### src/rtl/xidx_stack_sequencer.sv
`default_nettype none
// ============================================================================
// Module   : xidx_stack_sequencer
// Purpose  : Sequencer for the index-register stack/transfer opcode group
//            (POP xx, PUSH xx, EX (SP),xx, JP (xx), LD SP,xx) over NUM_IDX
//            index registers. Owns SP and the index register file and runs a
//            byte-wide, wait-state tolerant memory handshake.
// Ports    : clk, reset            - clock, synchronous active-high reset
//            start, op, sel        - request from the opcode decoder
//            busy, done, err       - status (busy level, done/err pulses)
//            mem_*                 - byte memory bus (req held until ack)
//            pc_load, pc_val       - PC load pulse and value for JP
//            cfg_we/sp/sel/data    - direct register write while idle
//            sp                    - current stack pointer
//            rd_sel, rd_data       - index register read port
// Revision : 1.0 - initial release
// ============================================================================
module xidx_stack_sequencer #(
    parameter int NUM_IDX = 2,
    parameter int SEL_W   = 2,
    parameter int ADDR_W  = 16,
    parameter int DATA_W  = 8
) (
    input  logic                  clk,
    input  logic                  reset,
    input  logic                  start,
    input  logic [2:0]            op,
    input  logic [SEL_W-1:0]      sel,
    output logic                  busy,
    output logic                  done,
    output logic                  err,
    output logic [ADDR_W-1:0]     mem_addr,
    output logic [DATA_W-1:0]     mem_wdata,
    input  logic [DATA_W-1:0]     mem_rdata,
    output logic                  mem_rd,
    output logic                  mem_wr,
    input  logic                  mem_ack,
    output logic                  pc_load,
    output logic [2*DATA_W-1:0]   pc_val,
    input  logic                  cfg_we,
    input  logic                  cfg_sp,
    input  logic [SEL_W-1:0]      cfg_sel,
    input  logic [2*DATA_W-1:0]   cfg_data,
    output logic [ADDR_W-1:0]     sp,
    input  logic [SEL_W-1:0]      rd_sel,
    output logic [2*DATA_W-1:0]   rd_data
);

    localparam int                c_IDX_W    = 2 * DATA_W;
    localparam logic [2:0]        c_OP_POP   = 3'd0;
    localparam logic [2:0]        c_OP_PUSH  = 3'd1;
    localparam logic [2:0]        c_OP_EX    = 3'd2;
    localparam logic [2:0]        c_OP_JP    = 3'd3;
    localparam logic [2:0]        c_OP_LD_SP = 3'd4;
    localparam logic [1:0]        c_ST_IDLE  = 2'd0;
    localparam logic [1:0]        c_ST_ACC   = 2'd1;
    localparam logic [1:0]        c_ST_FIN   = 2'd2;
    localparam logic [ADDR_W-1:0] c_SP_ONE   = ADDR_W'(1);

    logic [1:0]          r_state;
    logic [1:0]          w_state_next;
    logic [1:0]          r_step;
    logic [2:0]          r_op;
    logic [SEL_W-1:0]    r_sel;
    logic [ADDR_W-1:0]   r_sp;
    logic [c_IDX_W-1:0]  r_idx [NUM_IDX];
    logic [DATA_W-1:0]   r_lo;
    logic [DATA_W-1:0]   r_hi;
    logic                r_err;
    logic [c_IDX_W-1:0]  r_pc_val;

    logic                w_sel_ok;
    logic                w_accept;
    logic                w_reject;
    logic                w_cfg_en;
    logic                w_ack;
    logic                w_last_step;
    logic [c_IDX_W-1:0]  w_start_idx;
    logic [c_IDX_W-1:0]  w_cur_idx;
    logic [ADDR_W-1:0]   w_sp_from_idx;
    logic [ADDR_W-1:0]   w_sp_from_cfg;

    // Register selects are compared against each implemented index so that
    // selects >= NUM_IDX simply match nothing.
    always_comb begin
        w_sel_ok    = 1'b0;
        w_start_idx = '0;
        w_cur_idx   = '0;
        rd_data     = '0;
        for (int i = 0; i < NUM_IDX; i++) begin
            if (sel == SEL_W'(i)) begin
                w_sel_ok    = 1'b1;
                w_start_idx = r_idx[i];
            end
            if (r_sel == SEL_W'(i)) begin
                w_cur_idx = r_idx[i];
            end
            if (rd_sel == SEL_W'(i)) begin
                rd_data = r_idx[i];
            end
        end
    end

    assign w_accept    = (r_state == c_ST_IDLE) && start && (op <= c_OP_LD_SP) && w_sel_ok;
    assign w_reject    = (r_state == c_ST_IDLE) && start && !((op <= c_OP_LD_SP) && w_sel_ok);
    // A start (legal or not) takes priority over a direct write in the same cycle.
    assign w_cfg_en    = (r_state == c_ST_IDLE) && !start && cfg_we;
    assign w_ack       = (r_state == c_ST_ACC) && mem_ack;
    assign w_last_step = (r_op == c_OP_EX) ? (r_step == 2'd3) : (r_step == 2'd1);

    // SP loads from a 2*DATA_W source: truncate or zero-extend to ADDR_W.
    generate
        if (ADDR_W <= c_IDX_W) begin : g_sp_trunc
            assign w_sp_from_idx = w_start_idx[ADDR_W-1:0];
            assign w_sp_from_cfg = cfg_data[ADDR_W-1:0];
        end else begin : g_sp_zext
            assign w_sp_from_idx = {{(ADDR_W-c_IDX_W){1'b0}}, w_start_idx};
            assign w_sp_from_cfg = {{(ADDR_W-c_IDX_W){1'b0}}, cfg_data};
        end
    endgenerate

    // State register
    always_ff @(posedge clk) begin
        if (reset) begin
            r_state <= c_ST_IDLE;
        end else begin
            r_state <= w_state_next;
        end
    end

    // Next-state logic
    always_comb begin
        w_state_next = r_state;
        case (r_state)
            c_ST_IDLE: begin
                if (w_accept) begin
                    w_state_next = (op <= c_OP_EX) ? c_ST_ACC : c_ST_FIN;
                end
            end
            c_ST_ACC: begin
                if (mem_ack && w_last_step) begin
                    w_state_next = c_ST_FIN;
                end
            end
            default: w_state_next = c_ST_IDLE;
        endcase
    end

    // Datapath: SP, index registers, captured bytes. Register commits happen
    // on the edge entering FIN so the result is visible during the done cycle.
    always_ff @(posedge clk) begin
        if (reset) begin
            r_sp     <= '1;
            r_step   <= 2'd0;
            r_op     <= 3'd0;
            r_sel    <= '0;
            r_lo     <= '0;
            r_hi     <= '0;
            r_err    <= 1'b0;
            r_pc_val <= '0;
            for (int i = 0; i < NUM_IDX; i++) begin
                r_idx[i] <= '0;
            end
        end else begin
            r_err <= w_reject;
            if (w_accept) begin
                r_op   <= op;
                r_sel  <= sel;
                r_step <= 2'd0;
                if (op == c_OP_JP) begin
                    r_pc_val <= w_start_idx;
                end
                if (op == c_OP_LD_SP) begin
                    r_sp <= w_sp_from_idx;
                end
            end
            if (w_cfg_en && cfg_sp) begin
                r_sp <= w_sp_from_cfg;
            end
            if (w_ack) begin
                r_step <= r_step + 2'd1;
                case (r_op)
                    c_OP_POP: begin
                        r_sp <= r_sp + c_SP_ONE;
                        if (r_step == 2'd0) begin
                            r_lo <= mem_rdata;
                        end
                    end
                    c_OP_PUSH: begin
                        r_sp <= r_sp - c_SP_ONE;
                    end
                    c_OP_EX: begin
                        if (r_step == 2'd0) begin
                            r_lo <= mem_rdata;
                        end
                        if (r_step == 2'd1) begin
                            r_hi <= mem_rdata;
                        end
                    end
                    default: ;
                endcase
            end
            for (int i = 0; i < NUM_IDX; i++) begin
                if (w_cfg_en && !cfg_sp && (cfg_sel == SEL_W'(i))) begin
                    r_idx[i] <= cfg_data;
                end
                if (w_ack && w_last_step && (r_sel == SEL_W'(i))) begin
                    if (r_op == c_OP_POP) begin
                        r_idx[i] <= {mem_rdata, r_lo};
                    end
                    if (r_op == c_OP_EX) begin
                        r_idx[i] <= {r_hi, r_lo};
                    end
                end
            end
        end
    end

    // Outputs: bus request, address and data are pure functions of the held
    // state and SP, so they stay stable across wait cycles.
    always_comb begin
        busy      = (r_state != c_ST_IDLE);
        done      = (r_state == c_ST_FIN);
        pc_load   = (r_state == c_ST_FIN) && (r_op == c_OP_JP);
        mem_rd    = 1'b0;
        mem_wr    = 1'b0;
        mem_addr  = '0;
        mem_wdata = '0;
        if (r_state == c_ST_ACC) begin
            case (r_op)
                c_OP_POP: begin
                    mem_rd   = 1'b1;
                    mem_addr = r_sp;
                end
                c_OP_PUSH: begin
                    mem_wr    = 1'b1;
                    mem_addr  = r_sp - c_SP_ONE;
                    mem_wdata = (r_step == 2'd0) ? w_cur_idx[c_IDX_W-1:DATA_W]
                                                 : w_cur_idx[DATA_W-1:0];
                end
                c_OP_EX: begin
                    case (r_step)
                        2'd0: begin
                            mem_rd   = 1'b1;
                            mem_addr = r_sp;
                        end
                        2'd1: begin
                            mem_rd   = 1'b1;
                            mem_addr = r_sp + c_SP_ONE;
                        end
                        2'd2: begin
                            mem_wr    = 1'b1;
                            mem_addr  = r_sp + c_SP_ONE;
                            mem_wdata = w_cur_idx[c_IDX_W-1:DATA_W];
                        end
                        default: begin
                            mem_wr    = 1'b1;
                            mem_addr  = r_sp;
                            mem_wdata = w_cur_idx[DATA_W-1:0];
                        end
                    endcase
                end
                default: ;
            endcase
        end
    end

    assign err    = r_err;
    assign pc_val = r_pc_val;
    assign sp     = r_sp;

endmodule
`default_nettype wire

### config.mk
export PLATFORM = sky130hd
export DESIGN_NAME = xidx_stack_sequencer
export DESIGN_NICKNAME = d
export VERILOG_FILES = /design/src/rtl/xidx_stack_sequencer.sv
export SDC_FILE = /design/constraint.sdc
export NUM_CORES = 1
export LEC_CHECK = 0
export ABC_AREA = 1
export CORE_UTILIZATION = 58
export CTS_CLUSTER_DIAMETER = 80
export CTS_CLUSTER_SIZE = 10
export DETAILED_ROUTE_END_ITERATION = 8
export GPL_TIMING_DRIVEN = 0
export PLACE_DENSITY = 0.87
export REMOVE_ABC_BUFFERS = 1
export SLEW_MARGIN = 20
export SYNTH_ARGS = -nofsm -noshare
export SYNTH_HDL_FRONTEND = slang
export SYNTH_SLANG_ARGS = --single-unit
### constraint.sdc
create_clock -name clk -period 3.5 [get_ports clk]
set_input_delay 0.525 -clock clk [delete_from_list [all_inputs] [get_ports clk]]
set_output_delay 0.525 -clock clk [all_outputs]
set_load 0.005 [all_outputs]
==> reports/results.ini <==
[logic_synthesis]
async_reset_ff_frac=0
ys.flop_type=dfxtp_1
yosysWarnings=0
synthDistinctLibCells=42
syn_area_per_cell_um2=6.53
synth-edff-count=32
netlist_instances=996
ys_seq_area_frac=0.326
synth-seq-cells=90
synth.cell_area_um2=6510

[timing]
rsz0062_at_grt=no
whs_ns=0.494
finalCritPeriodShare=0.971
fin_skew_ns=0.0116
finalCriticalPeriod_ns=3.40
tns_ns=0
max_slew_margin=0.200
tightest_slew_ns=1.20
setup_viol=0
maxSlewViolCount=0
hold_viol=0
max_freq_mhz=294

[clock_tree]
cts.clk_slew.worst_paths_ns=0.09
cts_setup_buffers=0
cts.path.max_buffers=2
cts_buffers=9
hold_buffers=0
cts_tree=done
htreeDepth=3
clock-sinks=90
cts_root_buf=clkbuf_8
clock_latency_ns=0.37

[floorplan]
rows=38
die_h_um=108
io_pins=117
die_w_um=108
start_util=0.598
core-area_um2=10900
die_area_um2=11700

[critical_path]
cp.depth=3
cp_cell_sequence=clkdlybuf4s50_1 -> clkinvlp_4 -> nand3_1
critPathBufInv=2
worstRegToRegCells=7
rr_startpoint=r_state[1]$_SDFFE_PP0P_
path_max_fanout=23
startpoint=reset
start_kind=input port
r2r_slack_ns=0.55
worst_setup_path_end_kind=flip-flop
r2r-end=r_idx[1][6]$_DFFE_PP_
slowest_delay_ns=1.26
worst-endpoint-required_ns=3.49
crit_arrival_ns=3.39
cp_top_family=buffers and inverters
criticalPathCategory=in -> reg
critPathSlowestCell=clkdlybuf4s50_1
endpoint=r_idx[0][7]$_SDFFCE_PP0P_

[finish]
layout-drive-gt1-share=0.0706
layout.nets=1118
fin_util=0.718
diodes=0
syn_to_final_growth_pct=20.1
instances_no_fill=1217

[global_route]
antenna_found_initial=0
grt_pass1_vias=6461
grt_max_degree=37
grt_use_total=0.352
grt_pass1_wl_um=31500
globalRoute.totalOverflow=0

[place]
placed_cells=1200
place_congestion=0.914
portBuffers=116
place_hpwl_um=14700

[power_and_ir_drop]
peakVddDrop_v=0.000249
pwr-share-comb=0.246
p_clk_frac=0.311
seqPwrFrac=0.443
power_density_nw_per_um2=339
power_switching_mw=0.864
fin_total_pwr_mw=2.65
p_int_mw=1.79
switching_share=0.326
p_leak_nw=3.51

[routing]
dr.first_iter.drc_count=880
ant_nets=0
vias_per_cell=5.96
drcViolationCount=0
firstDrtPassIters=6
num_vias=7257
routedWlPerCell_um=16.8
drt_wl_total_um=20400

[job]
drv_cap=0

[worst_hold_path]
holdCritPathClass=reg -> reg

[status]
status=complete, no violations

[how the worst min path moves through the flow]
stage                                 start                 endpoint  slack (ns)  depth (start not counted)
CTS                 pc_val[10]$_SDFFE_PP0P_  pc_val[10]$_SDFFE_PP0P_        0.49                          2
floorplan              r_lo[0]$_SDFFE_PP0P_     r_lo[0]$_SDFFE_PP0P_        0.45                          2
detailed placement  pc_val[11]$_SDFFE_PP0P_  pc_val[11]$_SDFFE_PP0P_        0.48                          2
global placement     pc_val[6]$_SDFFE_PP0P_   pc_val[6]$_SDFFE_PP0P_        0.46                          2
finish              pc_val[11]$_SDFFE_PP0P_  pc_val[11]$_SDFFE_PP0P_        0.49                          2
global route         pc_val[9]$_SDFFE_PP0P_   pc_val[9]$_SDFFE_PP0P_        0.52                          2
[layout by cell type (no fill, tap or decap), types with 2 or more instances in the layout]
cell type        count
nand2_1            216
o21ai_0             91
nor2_4               5
nor2_1              80
ha_1                 7
nand4_1              5
nand3_1            104
clkbuf_8             9
a31oi_1              3
a211oi_1             3
clkdlybuf4s50_1    116
clkinvlp_4           2
inv_4                2
inv_1              141
edfxtp_1            32
inv_6                2
o22ai_1             57
a21o_1               3
nor3_1               5
xor2_1               4
o21ai_1              8
nand4_2              2
inv_2                9
o211ai_1             4
dfxtp_1             57
nand2_2              7
or2_2               11
bufinv_16            2
a21oi_1             58
o22ai_2              9
nor2_2               3
nand2_4              2
nand3_2              5
[kinds of logic (layout without fill, tap and decap cells)]
family | count (synthesis) | in the layout | share of synthesized area
buffers and inverters | 206 | 287 | 0.132
DFF | 90 | 90 | 0.326
and+or+nand+nor | 450 | 450 | 0.312
xor gates and xnor gates | 4 | 4 | 0.00538
adders and majority gates | 7 | 7 | 0.0135
AOI/OAI and AO/OA | 239 | 239 | 0.211
[cell usage after synthesis (7+ instances only)]
cell type	number	area [um2]
nand2_1	217	815
clkbuf_1	20	75.1
nand3_1	104	521
o22ai_1	57	357
buf_2	16	80.1
o21ai_0	91	455
edfxtp_1	32	961
dfxtp_1	58	1160
inv_2	9	33.8
o21ai_1	8	40.0
o22ai_2	9	113
a21oi_1	58	290
nor2_1	82	308
ha_1	7	87.6
or2_2	11	68.8
inv_1	142	533
[per-stage QoR]
stage | cell area, um2 | setup slack, ns
floorplan | 6230 | 1.04
global route | 7820 | 0.0553
finish | 7820 | 0.0999
CTS | 7800 | 0.0739
global placement | 7570 | -0.412
detailed placement | 7570 | -0.480
[layout make-up]
cell class,count,area [um2]
Timing Repair Buffer,116,1160
Tap cell,140,175
Sequential cell,90,2130
Multi-Input combinational cell,700,3540
Clock inverter,6,96.3
Timing Repair inverter,1,5.00
Clock buffer,10,128
Fill cell,891,3070
Inverter,154,587
[repair_timing]
action | in CTS | in global routing
gates resized for setup | 3 | 4
cloned | 1 | 0
endpoints found under the setup margin | 32 | 24
[worst min-delay path, stage by stage (launching register included)]
cell	delay, ns
dfxtp_1	0.34
nor2_1	0.05
nor2_1	0.08
[power groups by stage]
stage                     clock [mW]  combinational, mW  sequential (mW)
final                          0.825              0.651             1.17
after global routing           0.862              0.710             1.18
after CTS                      0.823              0.632             1.17
after detailed placement           0              0.626             1.20
after global placement             0              0.616             1.19
after floorplan                    0              0.389             1.18
[state kept, by name, indices dropped and copies added (netlist names)]
signal   flops
r_idx       32
pc_val      16
r_hi         8
r_state      2
err          1
r_op         3
sp          16
r_step       2
r_lo         8
r_sel        2
[per-layer routing]
layer	wire [um]	share of wire	up-vias	track usage
li1	-	-	3460	-
met1	7760	0.38	3247	0.444
met2	9300	0.45	473	0.558
met3	2500	0.12	77	0.0820
met4	882	0.043	0	0.189
met5	0	0	-	0
No activity file was read; power rests on OpenSTA's default activity.
==> RTL change 1: new RTL, config.mk and constraints unchanged <==
Put one more register stage on the output `err`, with the module's reset. The value now appears one clock later. The other outputs are not delayed to match.
--- a/src/rtl/xidx_stack_sequencer.sv
+++ b/src/rtl/xidx_stack_sequencer.sv
@@ -266,5 +266,11 @@
     end
 
-    assign err    = r_err;
+    always_ff @(posedge clk) begin
+        if (reset) begin
+            err <= '0;
+        end else begin
+            err <= r_err;
+        end
+    end
     assign pc_val = r_pc_val;
     assign sp     = r_sp;
Formal check against the unedited RTL: not equivalent (Yosys sat finds a counterexample within 4 cycles, from zero or initial values and one cycle with reset high).
==> RTL change 1 against the original RTL <==
- setup slack better by 11 ps
- power is 2.6% lower
- synthesized area shrank 0.35%
- routed wire length shrank 0.60%
- via count rose by 1.1%
- utilization shrank 0.47 points
- sequential cell count rose by 1
- cell area is 0.66% lower
- largest power group unchanged
==> RTL change 1: results (changes against the original RTL) <==
| Metric | Value |
|---|---|
| Yosys cell types | `39 (-7.1%)` |
| Wirelength, routed | `20.3 mm (-0.60%)` |
| R2R setup slack | `400 ps (-150 ps)` |
| First-pass GRT wire length | `31.7 mm (+0.40%)` |
| Cells after DPL | `1,202 (+0.17%)` |
| CP delay by family, top | `simple AND/OR/NAND/NOR gates` |
| Met3 usage | `7.69% (-0.51 points)` |
| Total Routing Usage GR | `35.7% (+0.49 points)` |
| Register area share after synthesis | `33.0% (+0.42 points)` |
| Final Wtd Congestion | `0.994 (+8.8%)` |
| Internal | `1.72 mW (-3.9%)` |
| Hold worst-path end | `err` |
| Slew @ Worst Pin | `997 ps (-199 ps)` |
| M1 GR Usage | `47.1% (+2.6 points)` |
| DRT met1 WL | `7.89 mm (+1.6%)` |
| Drt initial violations | `1,025 (+16%)` |
| Leak | `3.50 nW (-0.27%)` |
| Max incr delay on CP | `930 ps (-330 ps)` |
| Crit Reg-Reg Startpoint | `r_sel[1]` |
| Switch share | `33.5% (+0.94 points)` |
| Post-synth top cells | `nand2_1, inv_1, nand3_1, o21ai_0, nor2_1` |
| Via count | `7,340 (+1.1%)` |
| Vias in the first global route | `6,269 (-3.0%)` |
| Pre-CTS worst setup slack | `-675 ps (-194 ps)` |
| Grt met2 use | `55.7% (-0.092 points)` |
| Clock skew | `10.4 ps (-1.14 ps)` |
| Hold path start | `r_err` |
| Dpl cell area | `7540 sq um (-0.33%)` |
| Setup WS post-layout | `110 ps (+10.6 ps)` |
| Synth area leaders | `dfxtp_1, edfxtp_1, nand2_1` |
| Outcome | `complete, no violations` |
| Post-DP HPWL | `14.5 mm (-1.3%)` |
| Critical Path Sink | `r_idx[1][6]` |
| Worst-case reg-to-reg path depth | `5 (-2)` |
| VDD IR-drop max | `0.297 mV (+19%)` |
| Met3 Wirelength | `2.57 mm (+2.8%)` |
| Clock network power | `0.753 mW (-8.7%)` |
| Layout cells sized above 1 | `6.02% (-1.0 points)` |
| Pin count of the biggest net entering global routing | `44 (+19%)` |
RTL change 1: cell types whose count changed after synthesis, sizes merged, moves of 2 or more:
cell and change:
nand3 +9, nand2 -6, clkbuf +3, a21oi -2, inv +2, nor2 -2
RTL change 1: cells by family after synthesis:
family / count (synthesis) / share of synthesized area (%)
xor gates and xnor gates: 4 / 0.540
buffers and inverters: 212 / 13.4
DFF: 91 / 33.0
AOI/OAI and AO/OA: 236 / 20.9
adders and majority gates: 7 / 1.35
and+or+nand+nor: 452 / 30.8
RTL change 1: layout make-up:
cell class                      count  area (sq um)
Clock buffer                        9           124
Clock inverter                      7          73.8
Fill cell                         973          3120
Inverter                          156           594
Multi-Input combinational cell    700          3490
Sequential cell                    91          2150
Tap cell                          140           175
Timing Repair Buffer              116          1160
RTL change 1: repair_timing:
| action | CTS | global route |
|---|---|---|
| pin swaps | 1 | 0 |
| gates resized for setup | 4 | 3 |
| endpoints found under the setup margin | 24 | 12 |
| hold buffers | 0 | 0 |
| cloned | 1 | 0 |
==> RTL change 2: new RTL, same settings <==
Made on the original files. Set the parameter `ADDR_W` to 14 (it was 16).
--- a/src/rtl/xidx_stack_sequencer.sv
+++ b/src/rtl/xidx_stack_sequencer.sv
@@ -19,5 +19,5 @@
     parameter int NUM_IDX = 2,
     parameter int SEL_W   = 2,
-    parameter int ADDR_W  = 16,
+    parameter int ADDR_W  = 14,
     parameter int DATA_W  = 8
 ) (
Ports: changed (resized mem_addr and sp); port bits go from 117 to 113. No check against the original RTL was run, so the function may have changed too.
==> RTL change 2 against the original RTL <==
- combinational power is 6.6% lower
- setup slack better by 60 ps
- count of clock-buffer cells in the layout stayed put
- cell area is 3.2% lower
- sequential cell count is 2 lower
- routed wire length is 5.1% lower
- power is 4.4% lower
- first-iteration DRC count is 30% lower
- clock power is 7.0% lower
- synthesized cell count is 0.50% lower
- synthesized area is 3.6% lower
- critical path type is now register to primary output
- critical endpoint is now mem_addr[0]
- largest cell class unchanged
- largest power group unchanged
==> RTL change 2: results (changes against the original RTL) <==
| Metric | Value |
|---|---|
| Outcome | `complete, no violations` |
| Hold worst-path end | `r_sel[1]` |
| Cells after DPL | `1,191 (-0.75%)` |
| Crit Reg-Reg Startpoint | `r_state[0]` |
| Met3 Wirelength | `2.01 mm (-20%)` |
| Leak | `3.50 nW (about the same)` |
| Clock power frac | `30.3% (-0.8 points)` |
| Met3 usage | `5.58% (-2.6 points)` |
| Combinational power | `0.608 mW (-6.6%)` |
| Nets | `1,112 (-0.54%)` |
| Critical Path AT | `2810 ps (-580 ps)` |
| Layout cells sized above 1 | `4.58% (-2.5 points)` |
| Drt initial violations | `615 (-30%)` |
| Vias per cell | `5.77 (-3.3%)` |
| R2R setup slack | `570 ps (+20 ps)` |
| Worst-case reg-to-reg path depth | `6 (-1)` |
| Pre-CTS worst setup slack | `-156 ps (+324 ps)` |
| Final Wtd Congestion | `0.933 (+2.1%)` |
| Setup WS post-layout | `160 ps (+60.4 ps)` |
| Switch share | `32.5% (-0.053 points)` |
| First-pass GRT wire length | `30.7 mm (-2.8%)` |
| Worst Hold Slack | `484 ps (-10.6 ps)` |
| VDD IR-drop max | `0.200 mV (-20%)` |
| Register area share after synthesis | `33.2% (+0.59 points)` |
| Net load switching power | `0.824 mW (-4.6%)` |
| Post-synth top cells | `nand2_1, inv_1, nand3_1, nor2_1, o21ai_0` |
| Crit path from | `r_step[0]` |
| Biggest register | `r_idx` |
| DRT met1 WL | `7.80 mm (+0.58%)` |
| Pin count of the biggest net entering global routing | `43 (+16%)` |
| Max FO, Critical Path | `14 (-39%)` |
| Wirelength, routed | `19.4 mm (-5.1%)` |
| Routed length per placed instance | `16.1 um (-4.3%)` |
| PortBufs | `112 (-3.4%)` |
| Clock skew | `11.4 ps (-0.197 ps)` |
| Wire length on met2 | `9.06 mm (-2.6%)` |
| Post-DP HPWL | `13.9 mm (-6.0%)` |
| Slew HR | `32.2% (+12 points)` |
| Slowest CP cell | `clkdlybuf4s50_1` |
| Vias in the first global route | `6,097 (-5.6%)` |
| Max incr delay on CP | `570 ps (-690 ps)` |
| Dpl cell area | `7350 sq um (-2.9%)` |
| Total Routing Usage GR | `35.0% (-0.18 points)` |
RTL change 2: changes by cell type after synthesis, moves of 9 or more:
cell | unedited run | this run
nand2_1 | 217 | 252
o21ai_0 | 91 | 67
a21oi_1 | 58 | 48
inv_1 | 142 | 152
nand3_1 | 104 | 114
o211ai_1 | 4 | 14
or2_2 | 11 | 2
RTL change 2: final cells by class:
type                    count  area [sq um]  share of cell area (%)
flip-flops and latches     88          2090                    27.5
clock buffers              10           149                    1.97
inverters                 163           612                    8.08
well taps                 136           170                    2.25
clock inverters             6          63.8                   0.843
repair buffers            113          1140                    15.0
multi-input cells         691          3360                    44.3
RTL change 2: logic make-up (layout without fill, tap and decap cells):
logic type,Yosys count,after routing,share of synthesized area [%]
AND/OR/NAND/NOR,483,483,33.3
buffers and inverters,212,292,13.4
AO/OA/AOI/OAI,199,199,18.4
flip-flops,88,88,33.2
adder cells (fa/ha/maj),7,7,1.40
XOR/XNOR,2,2,0.279
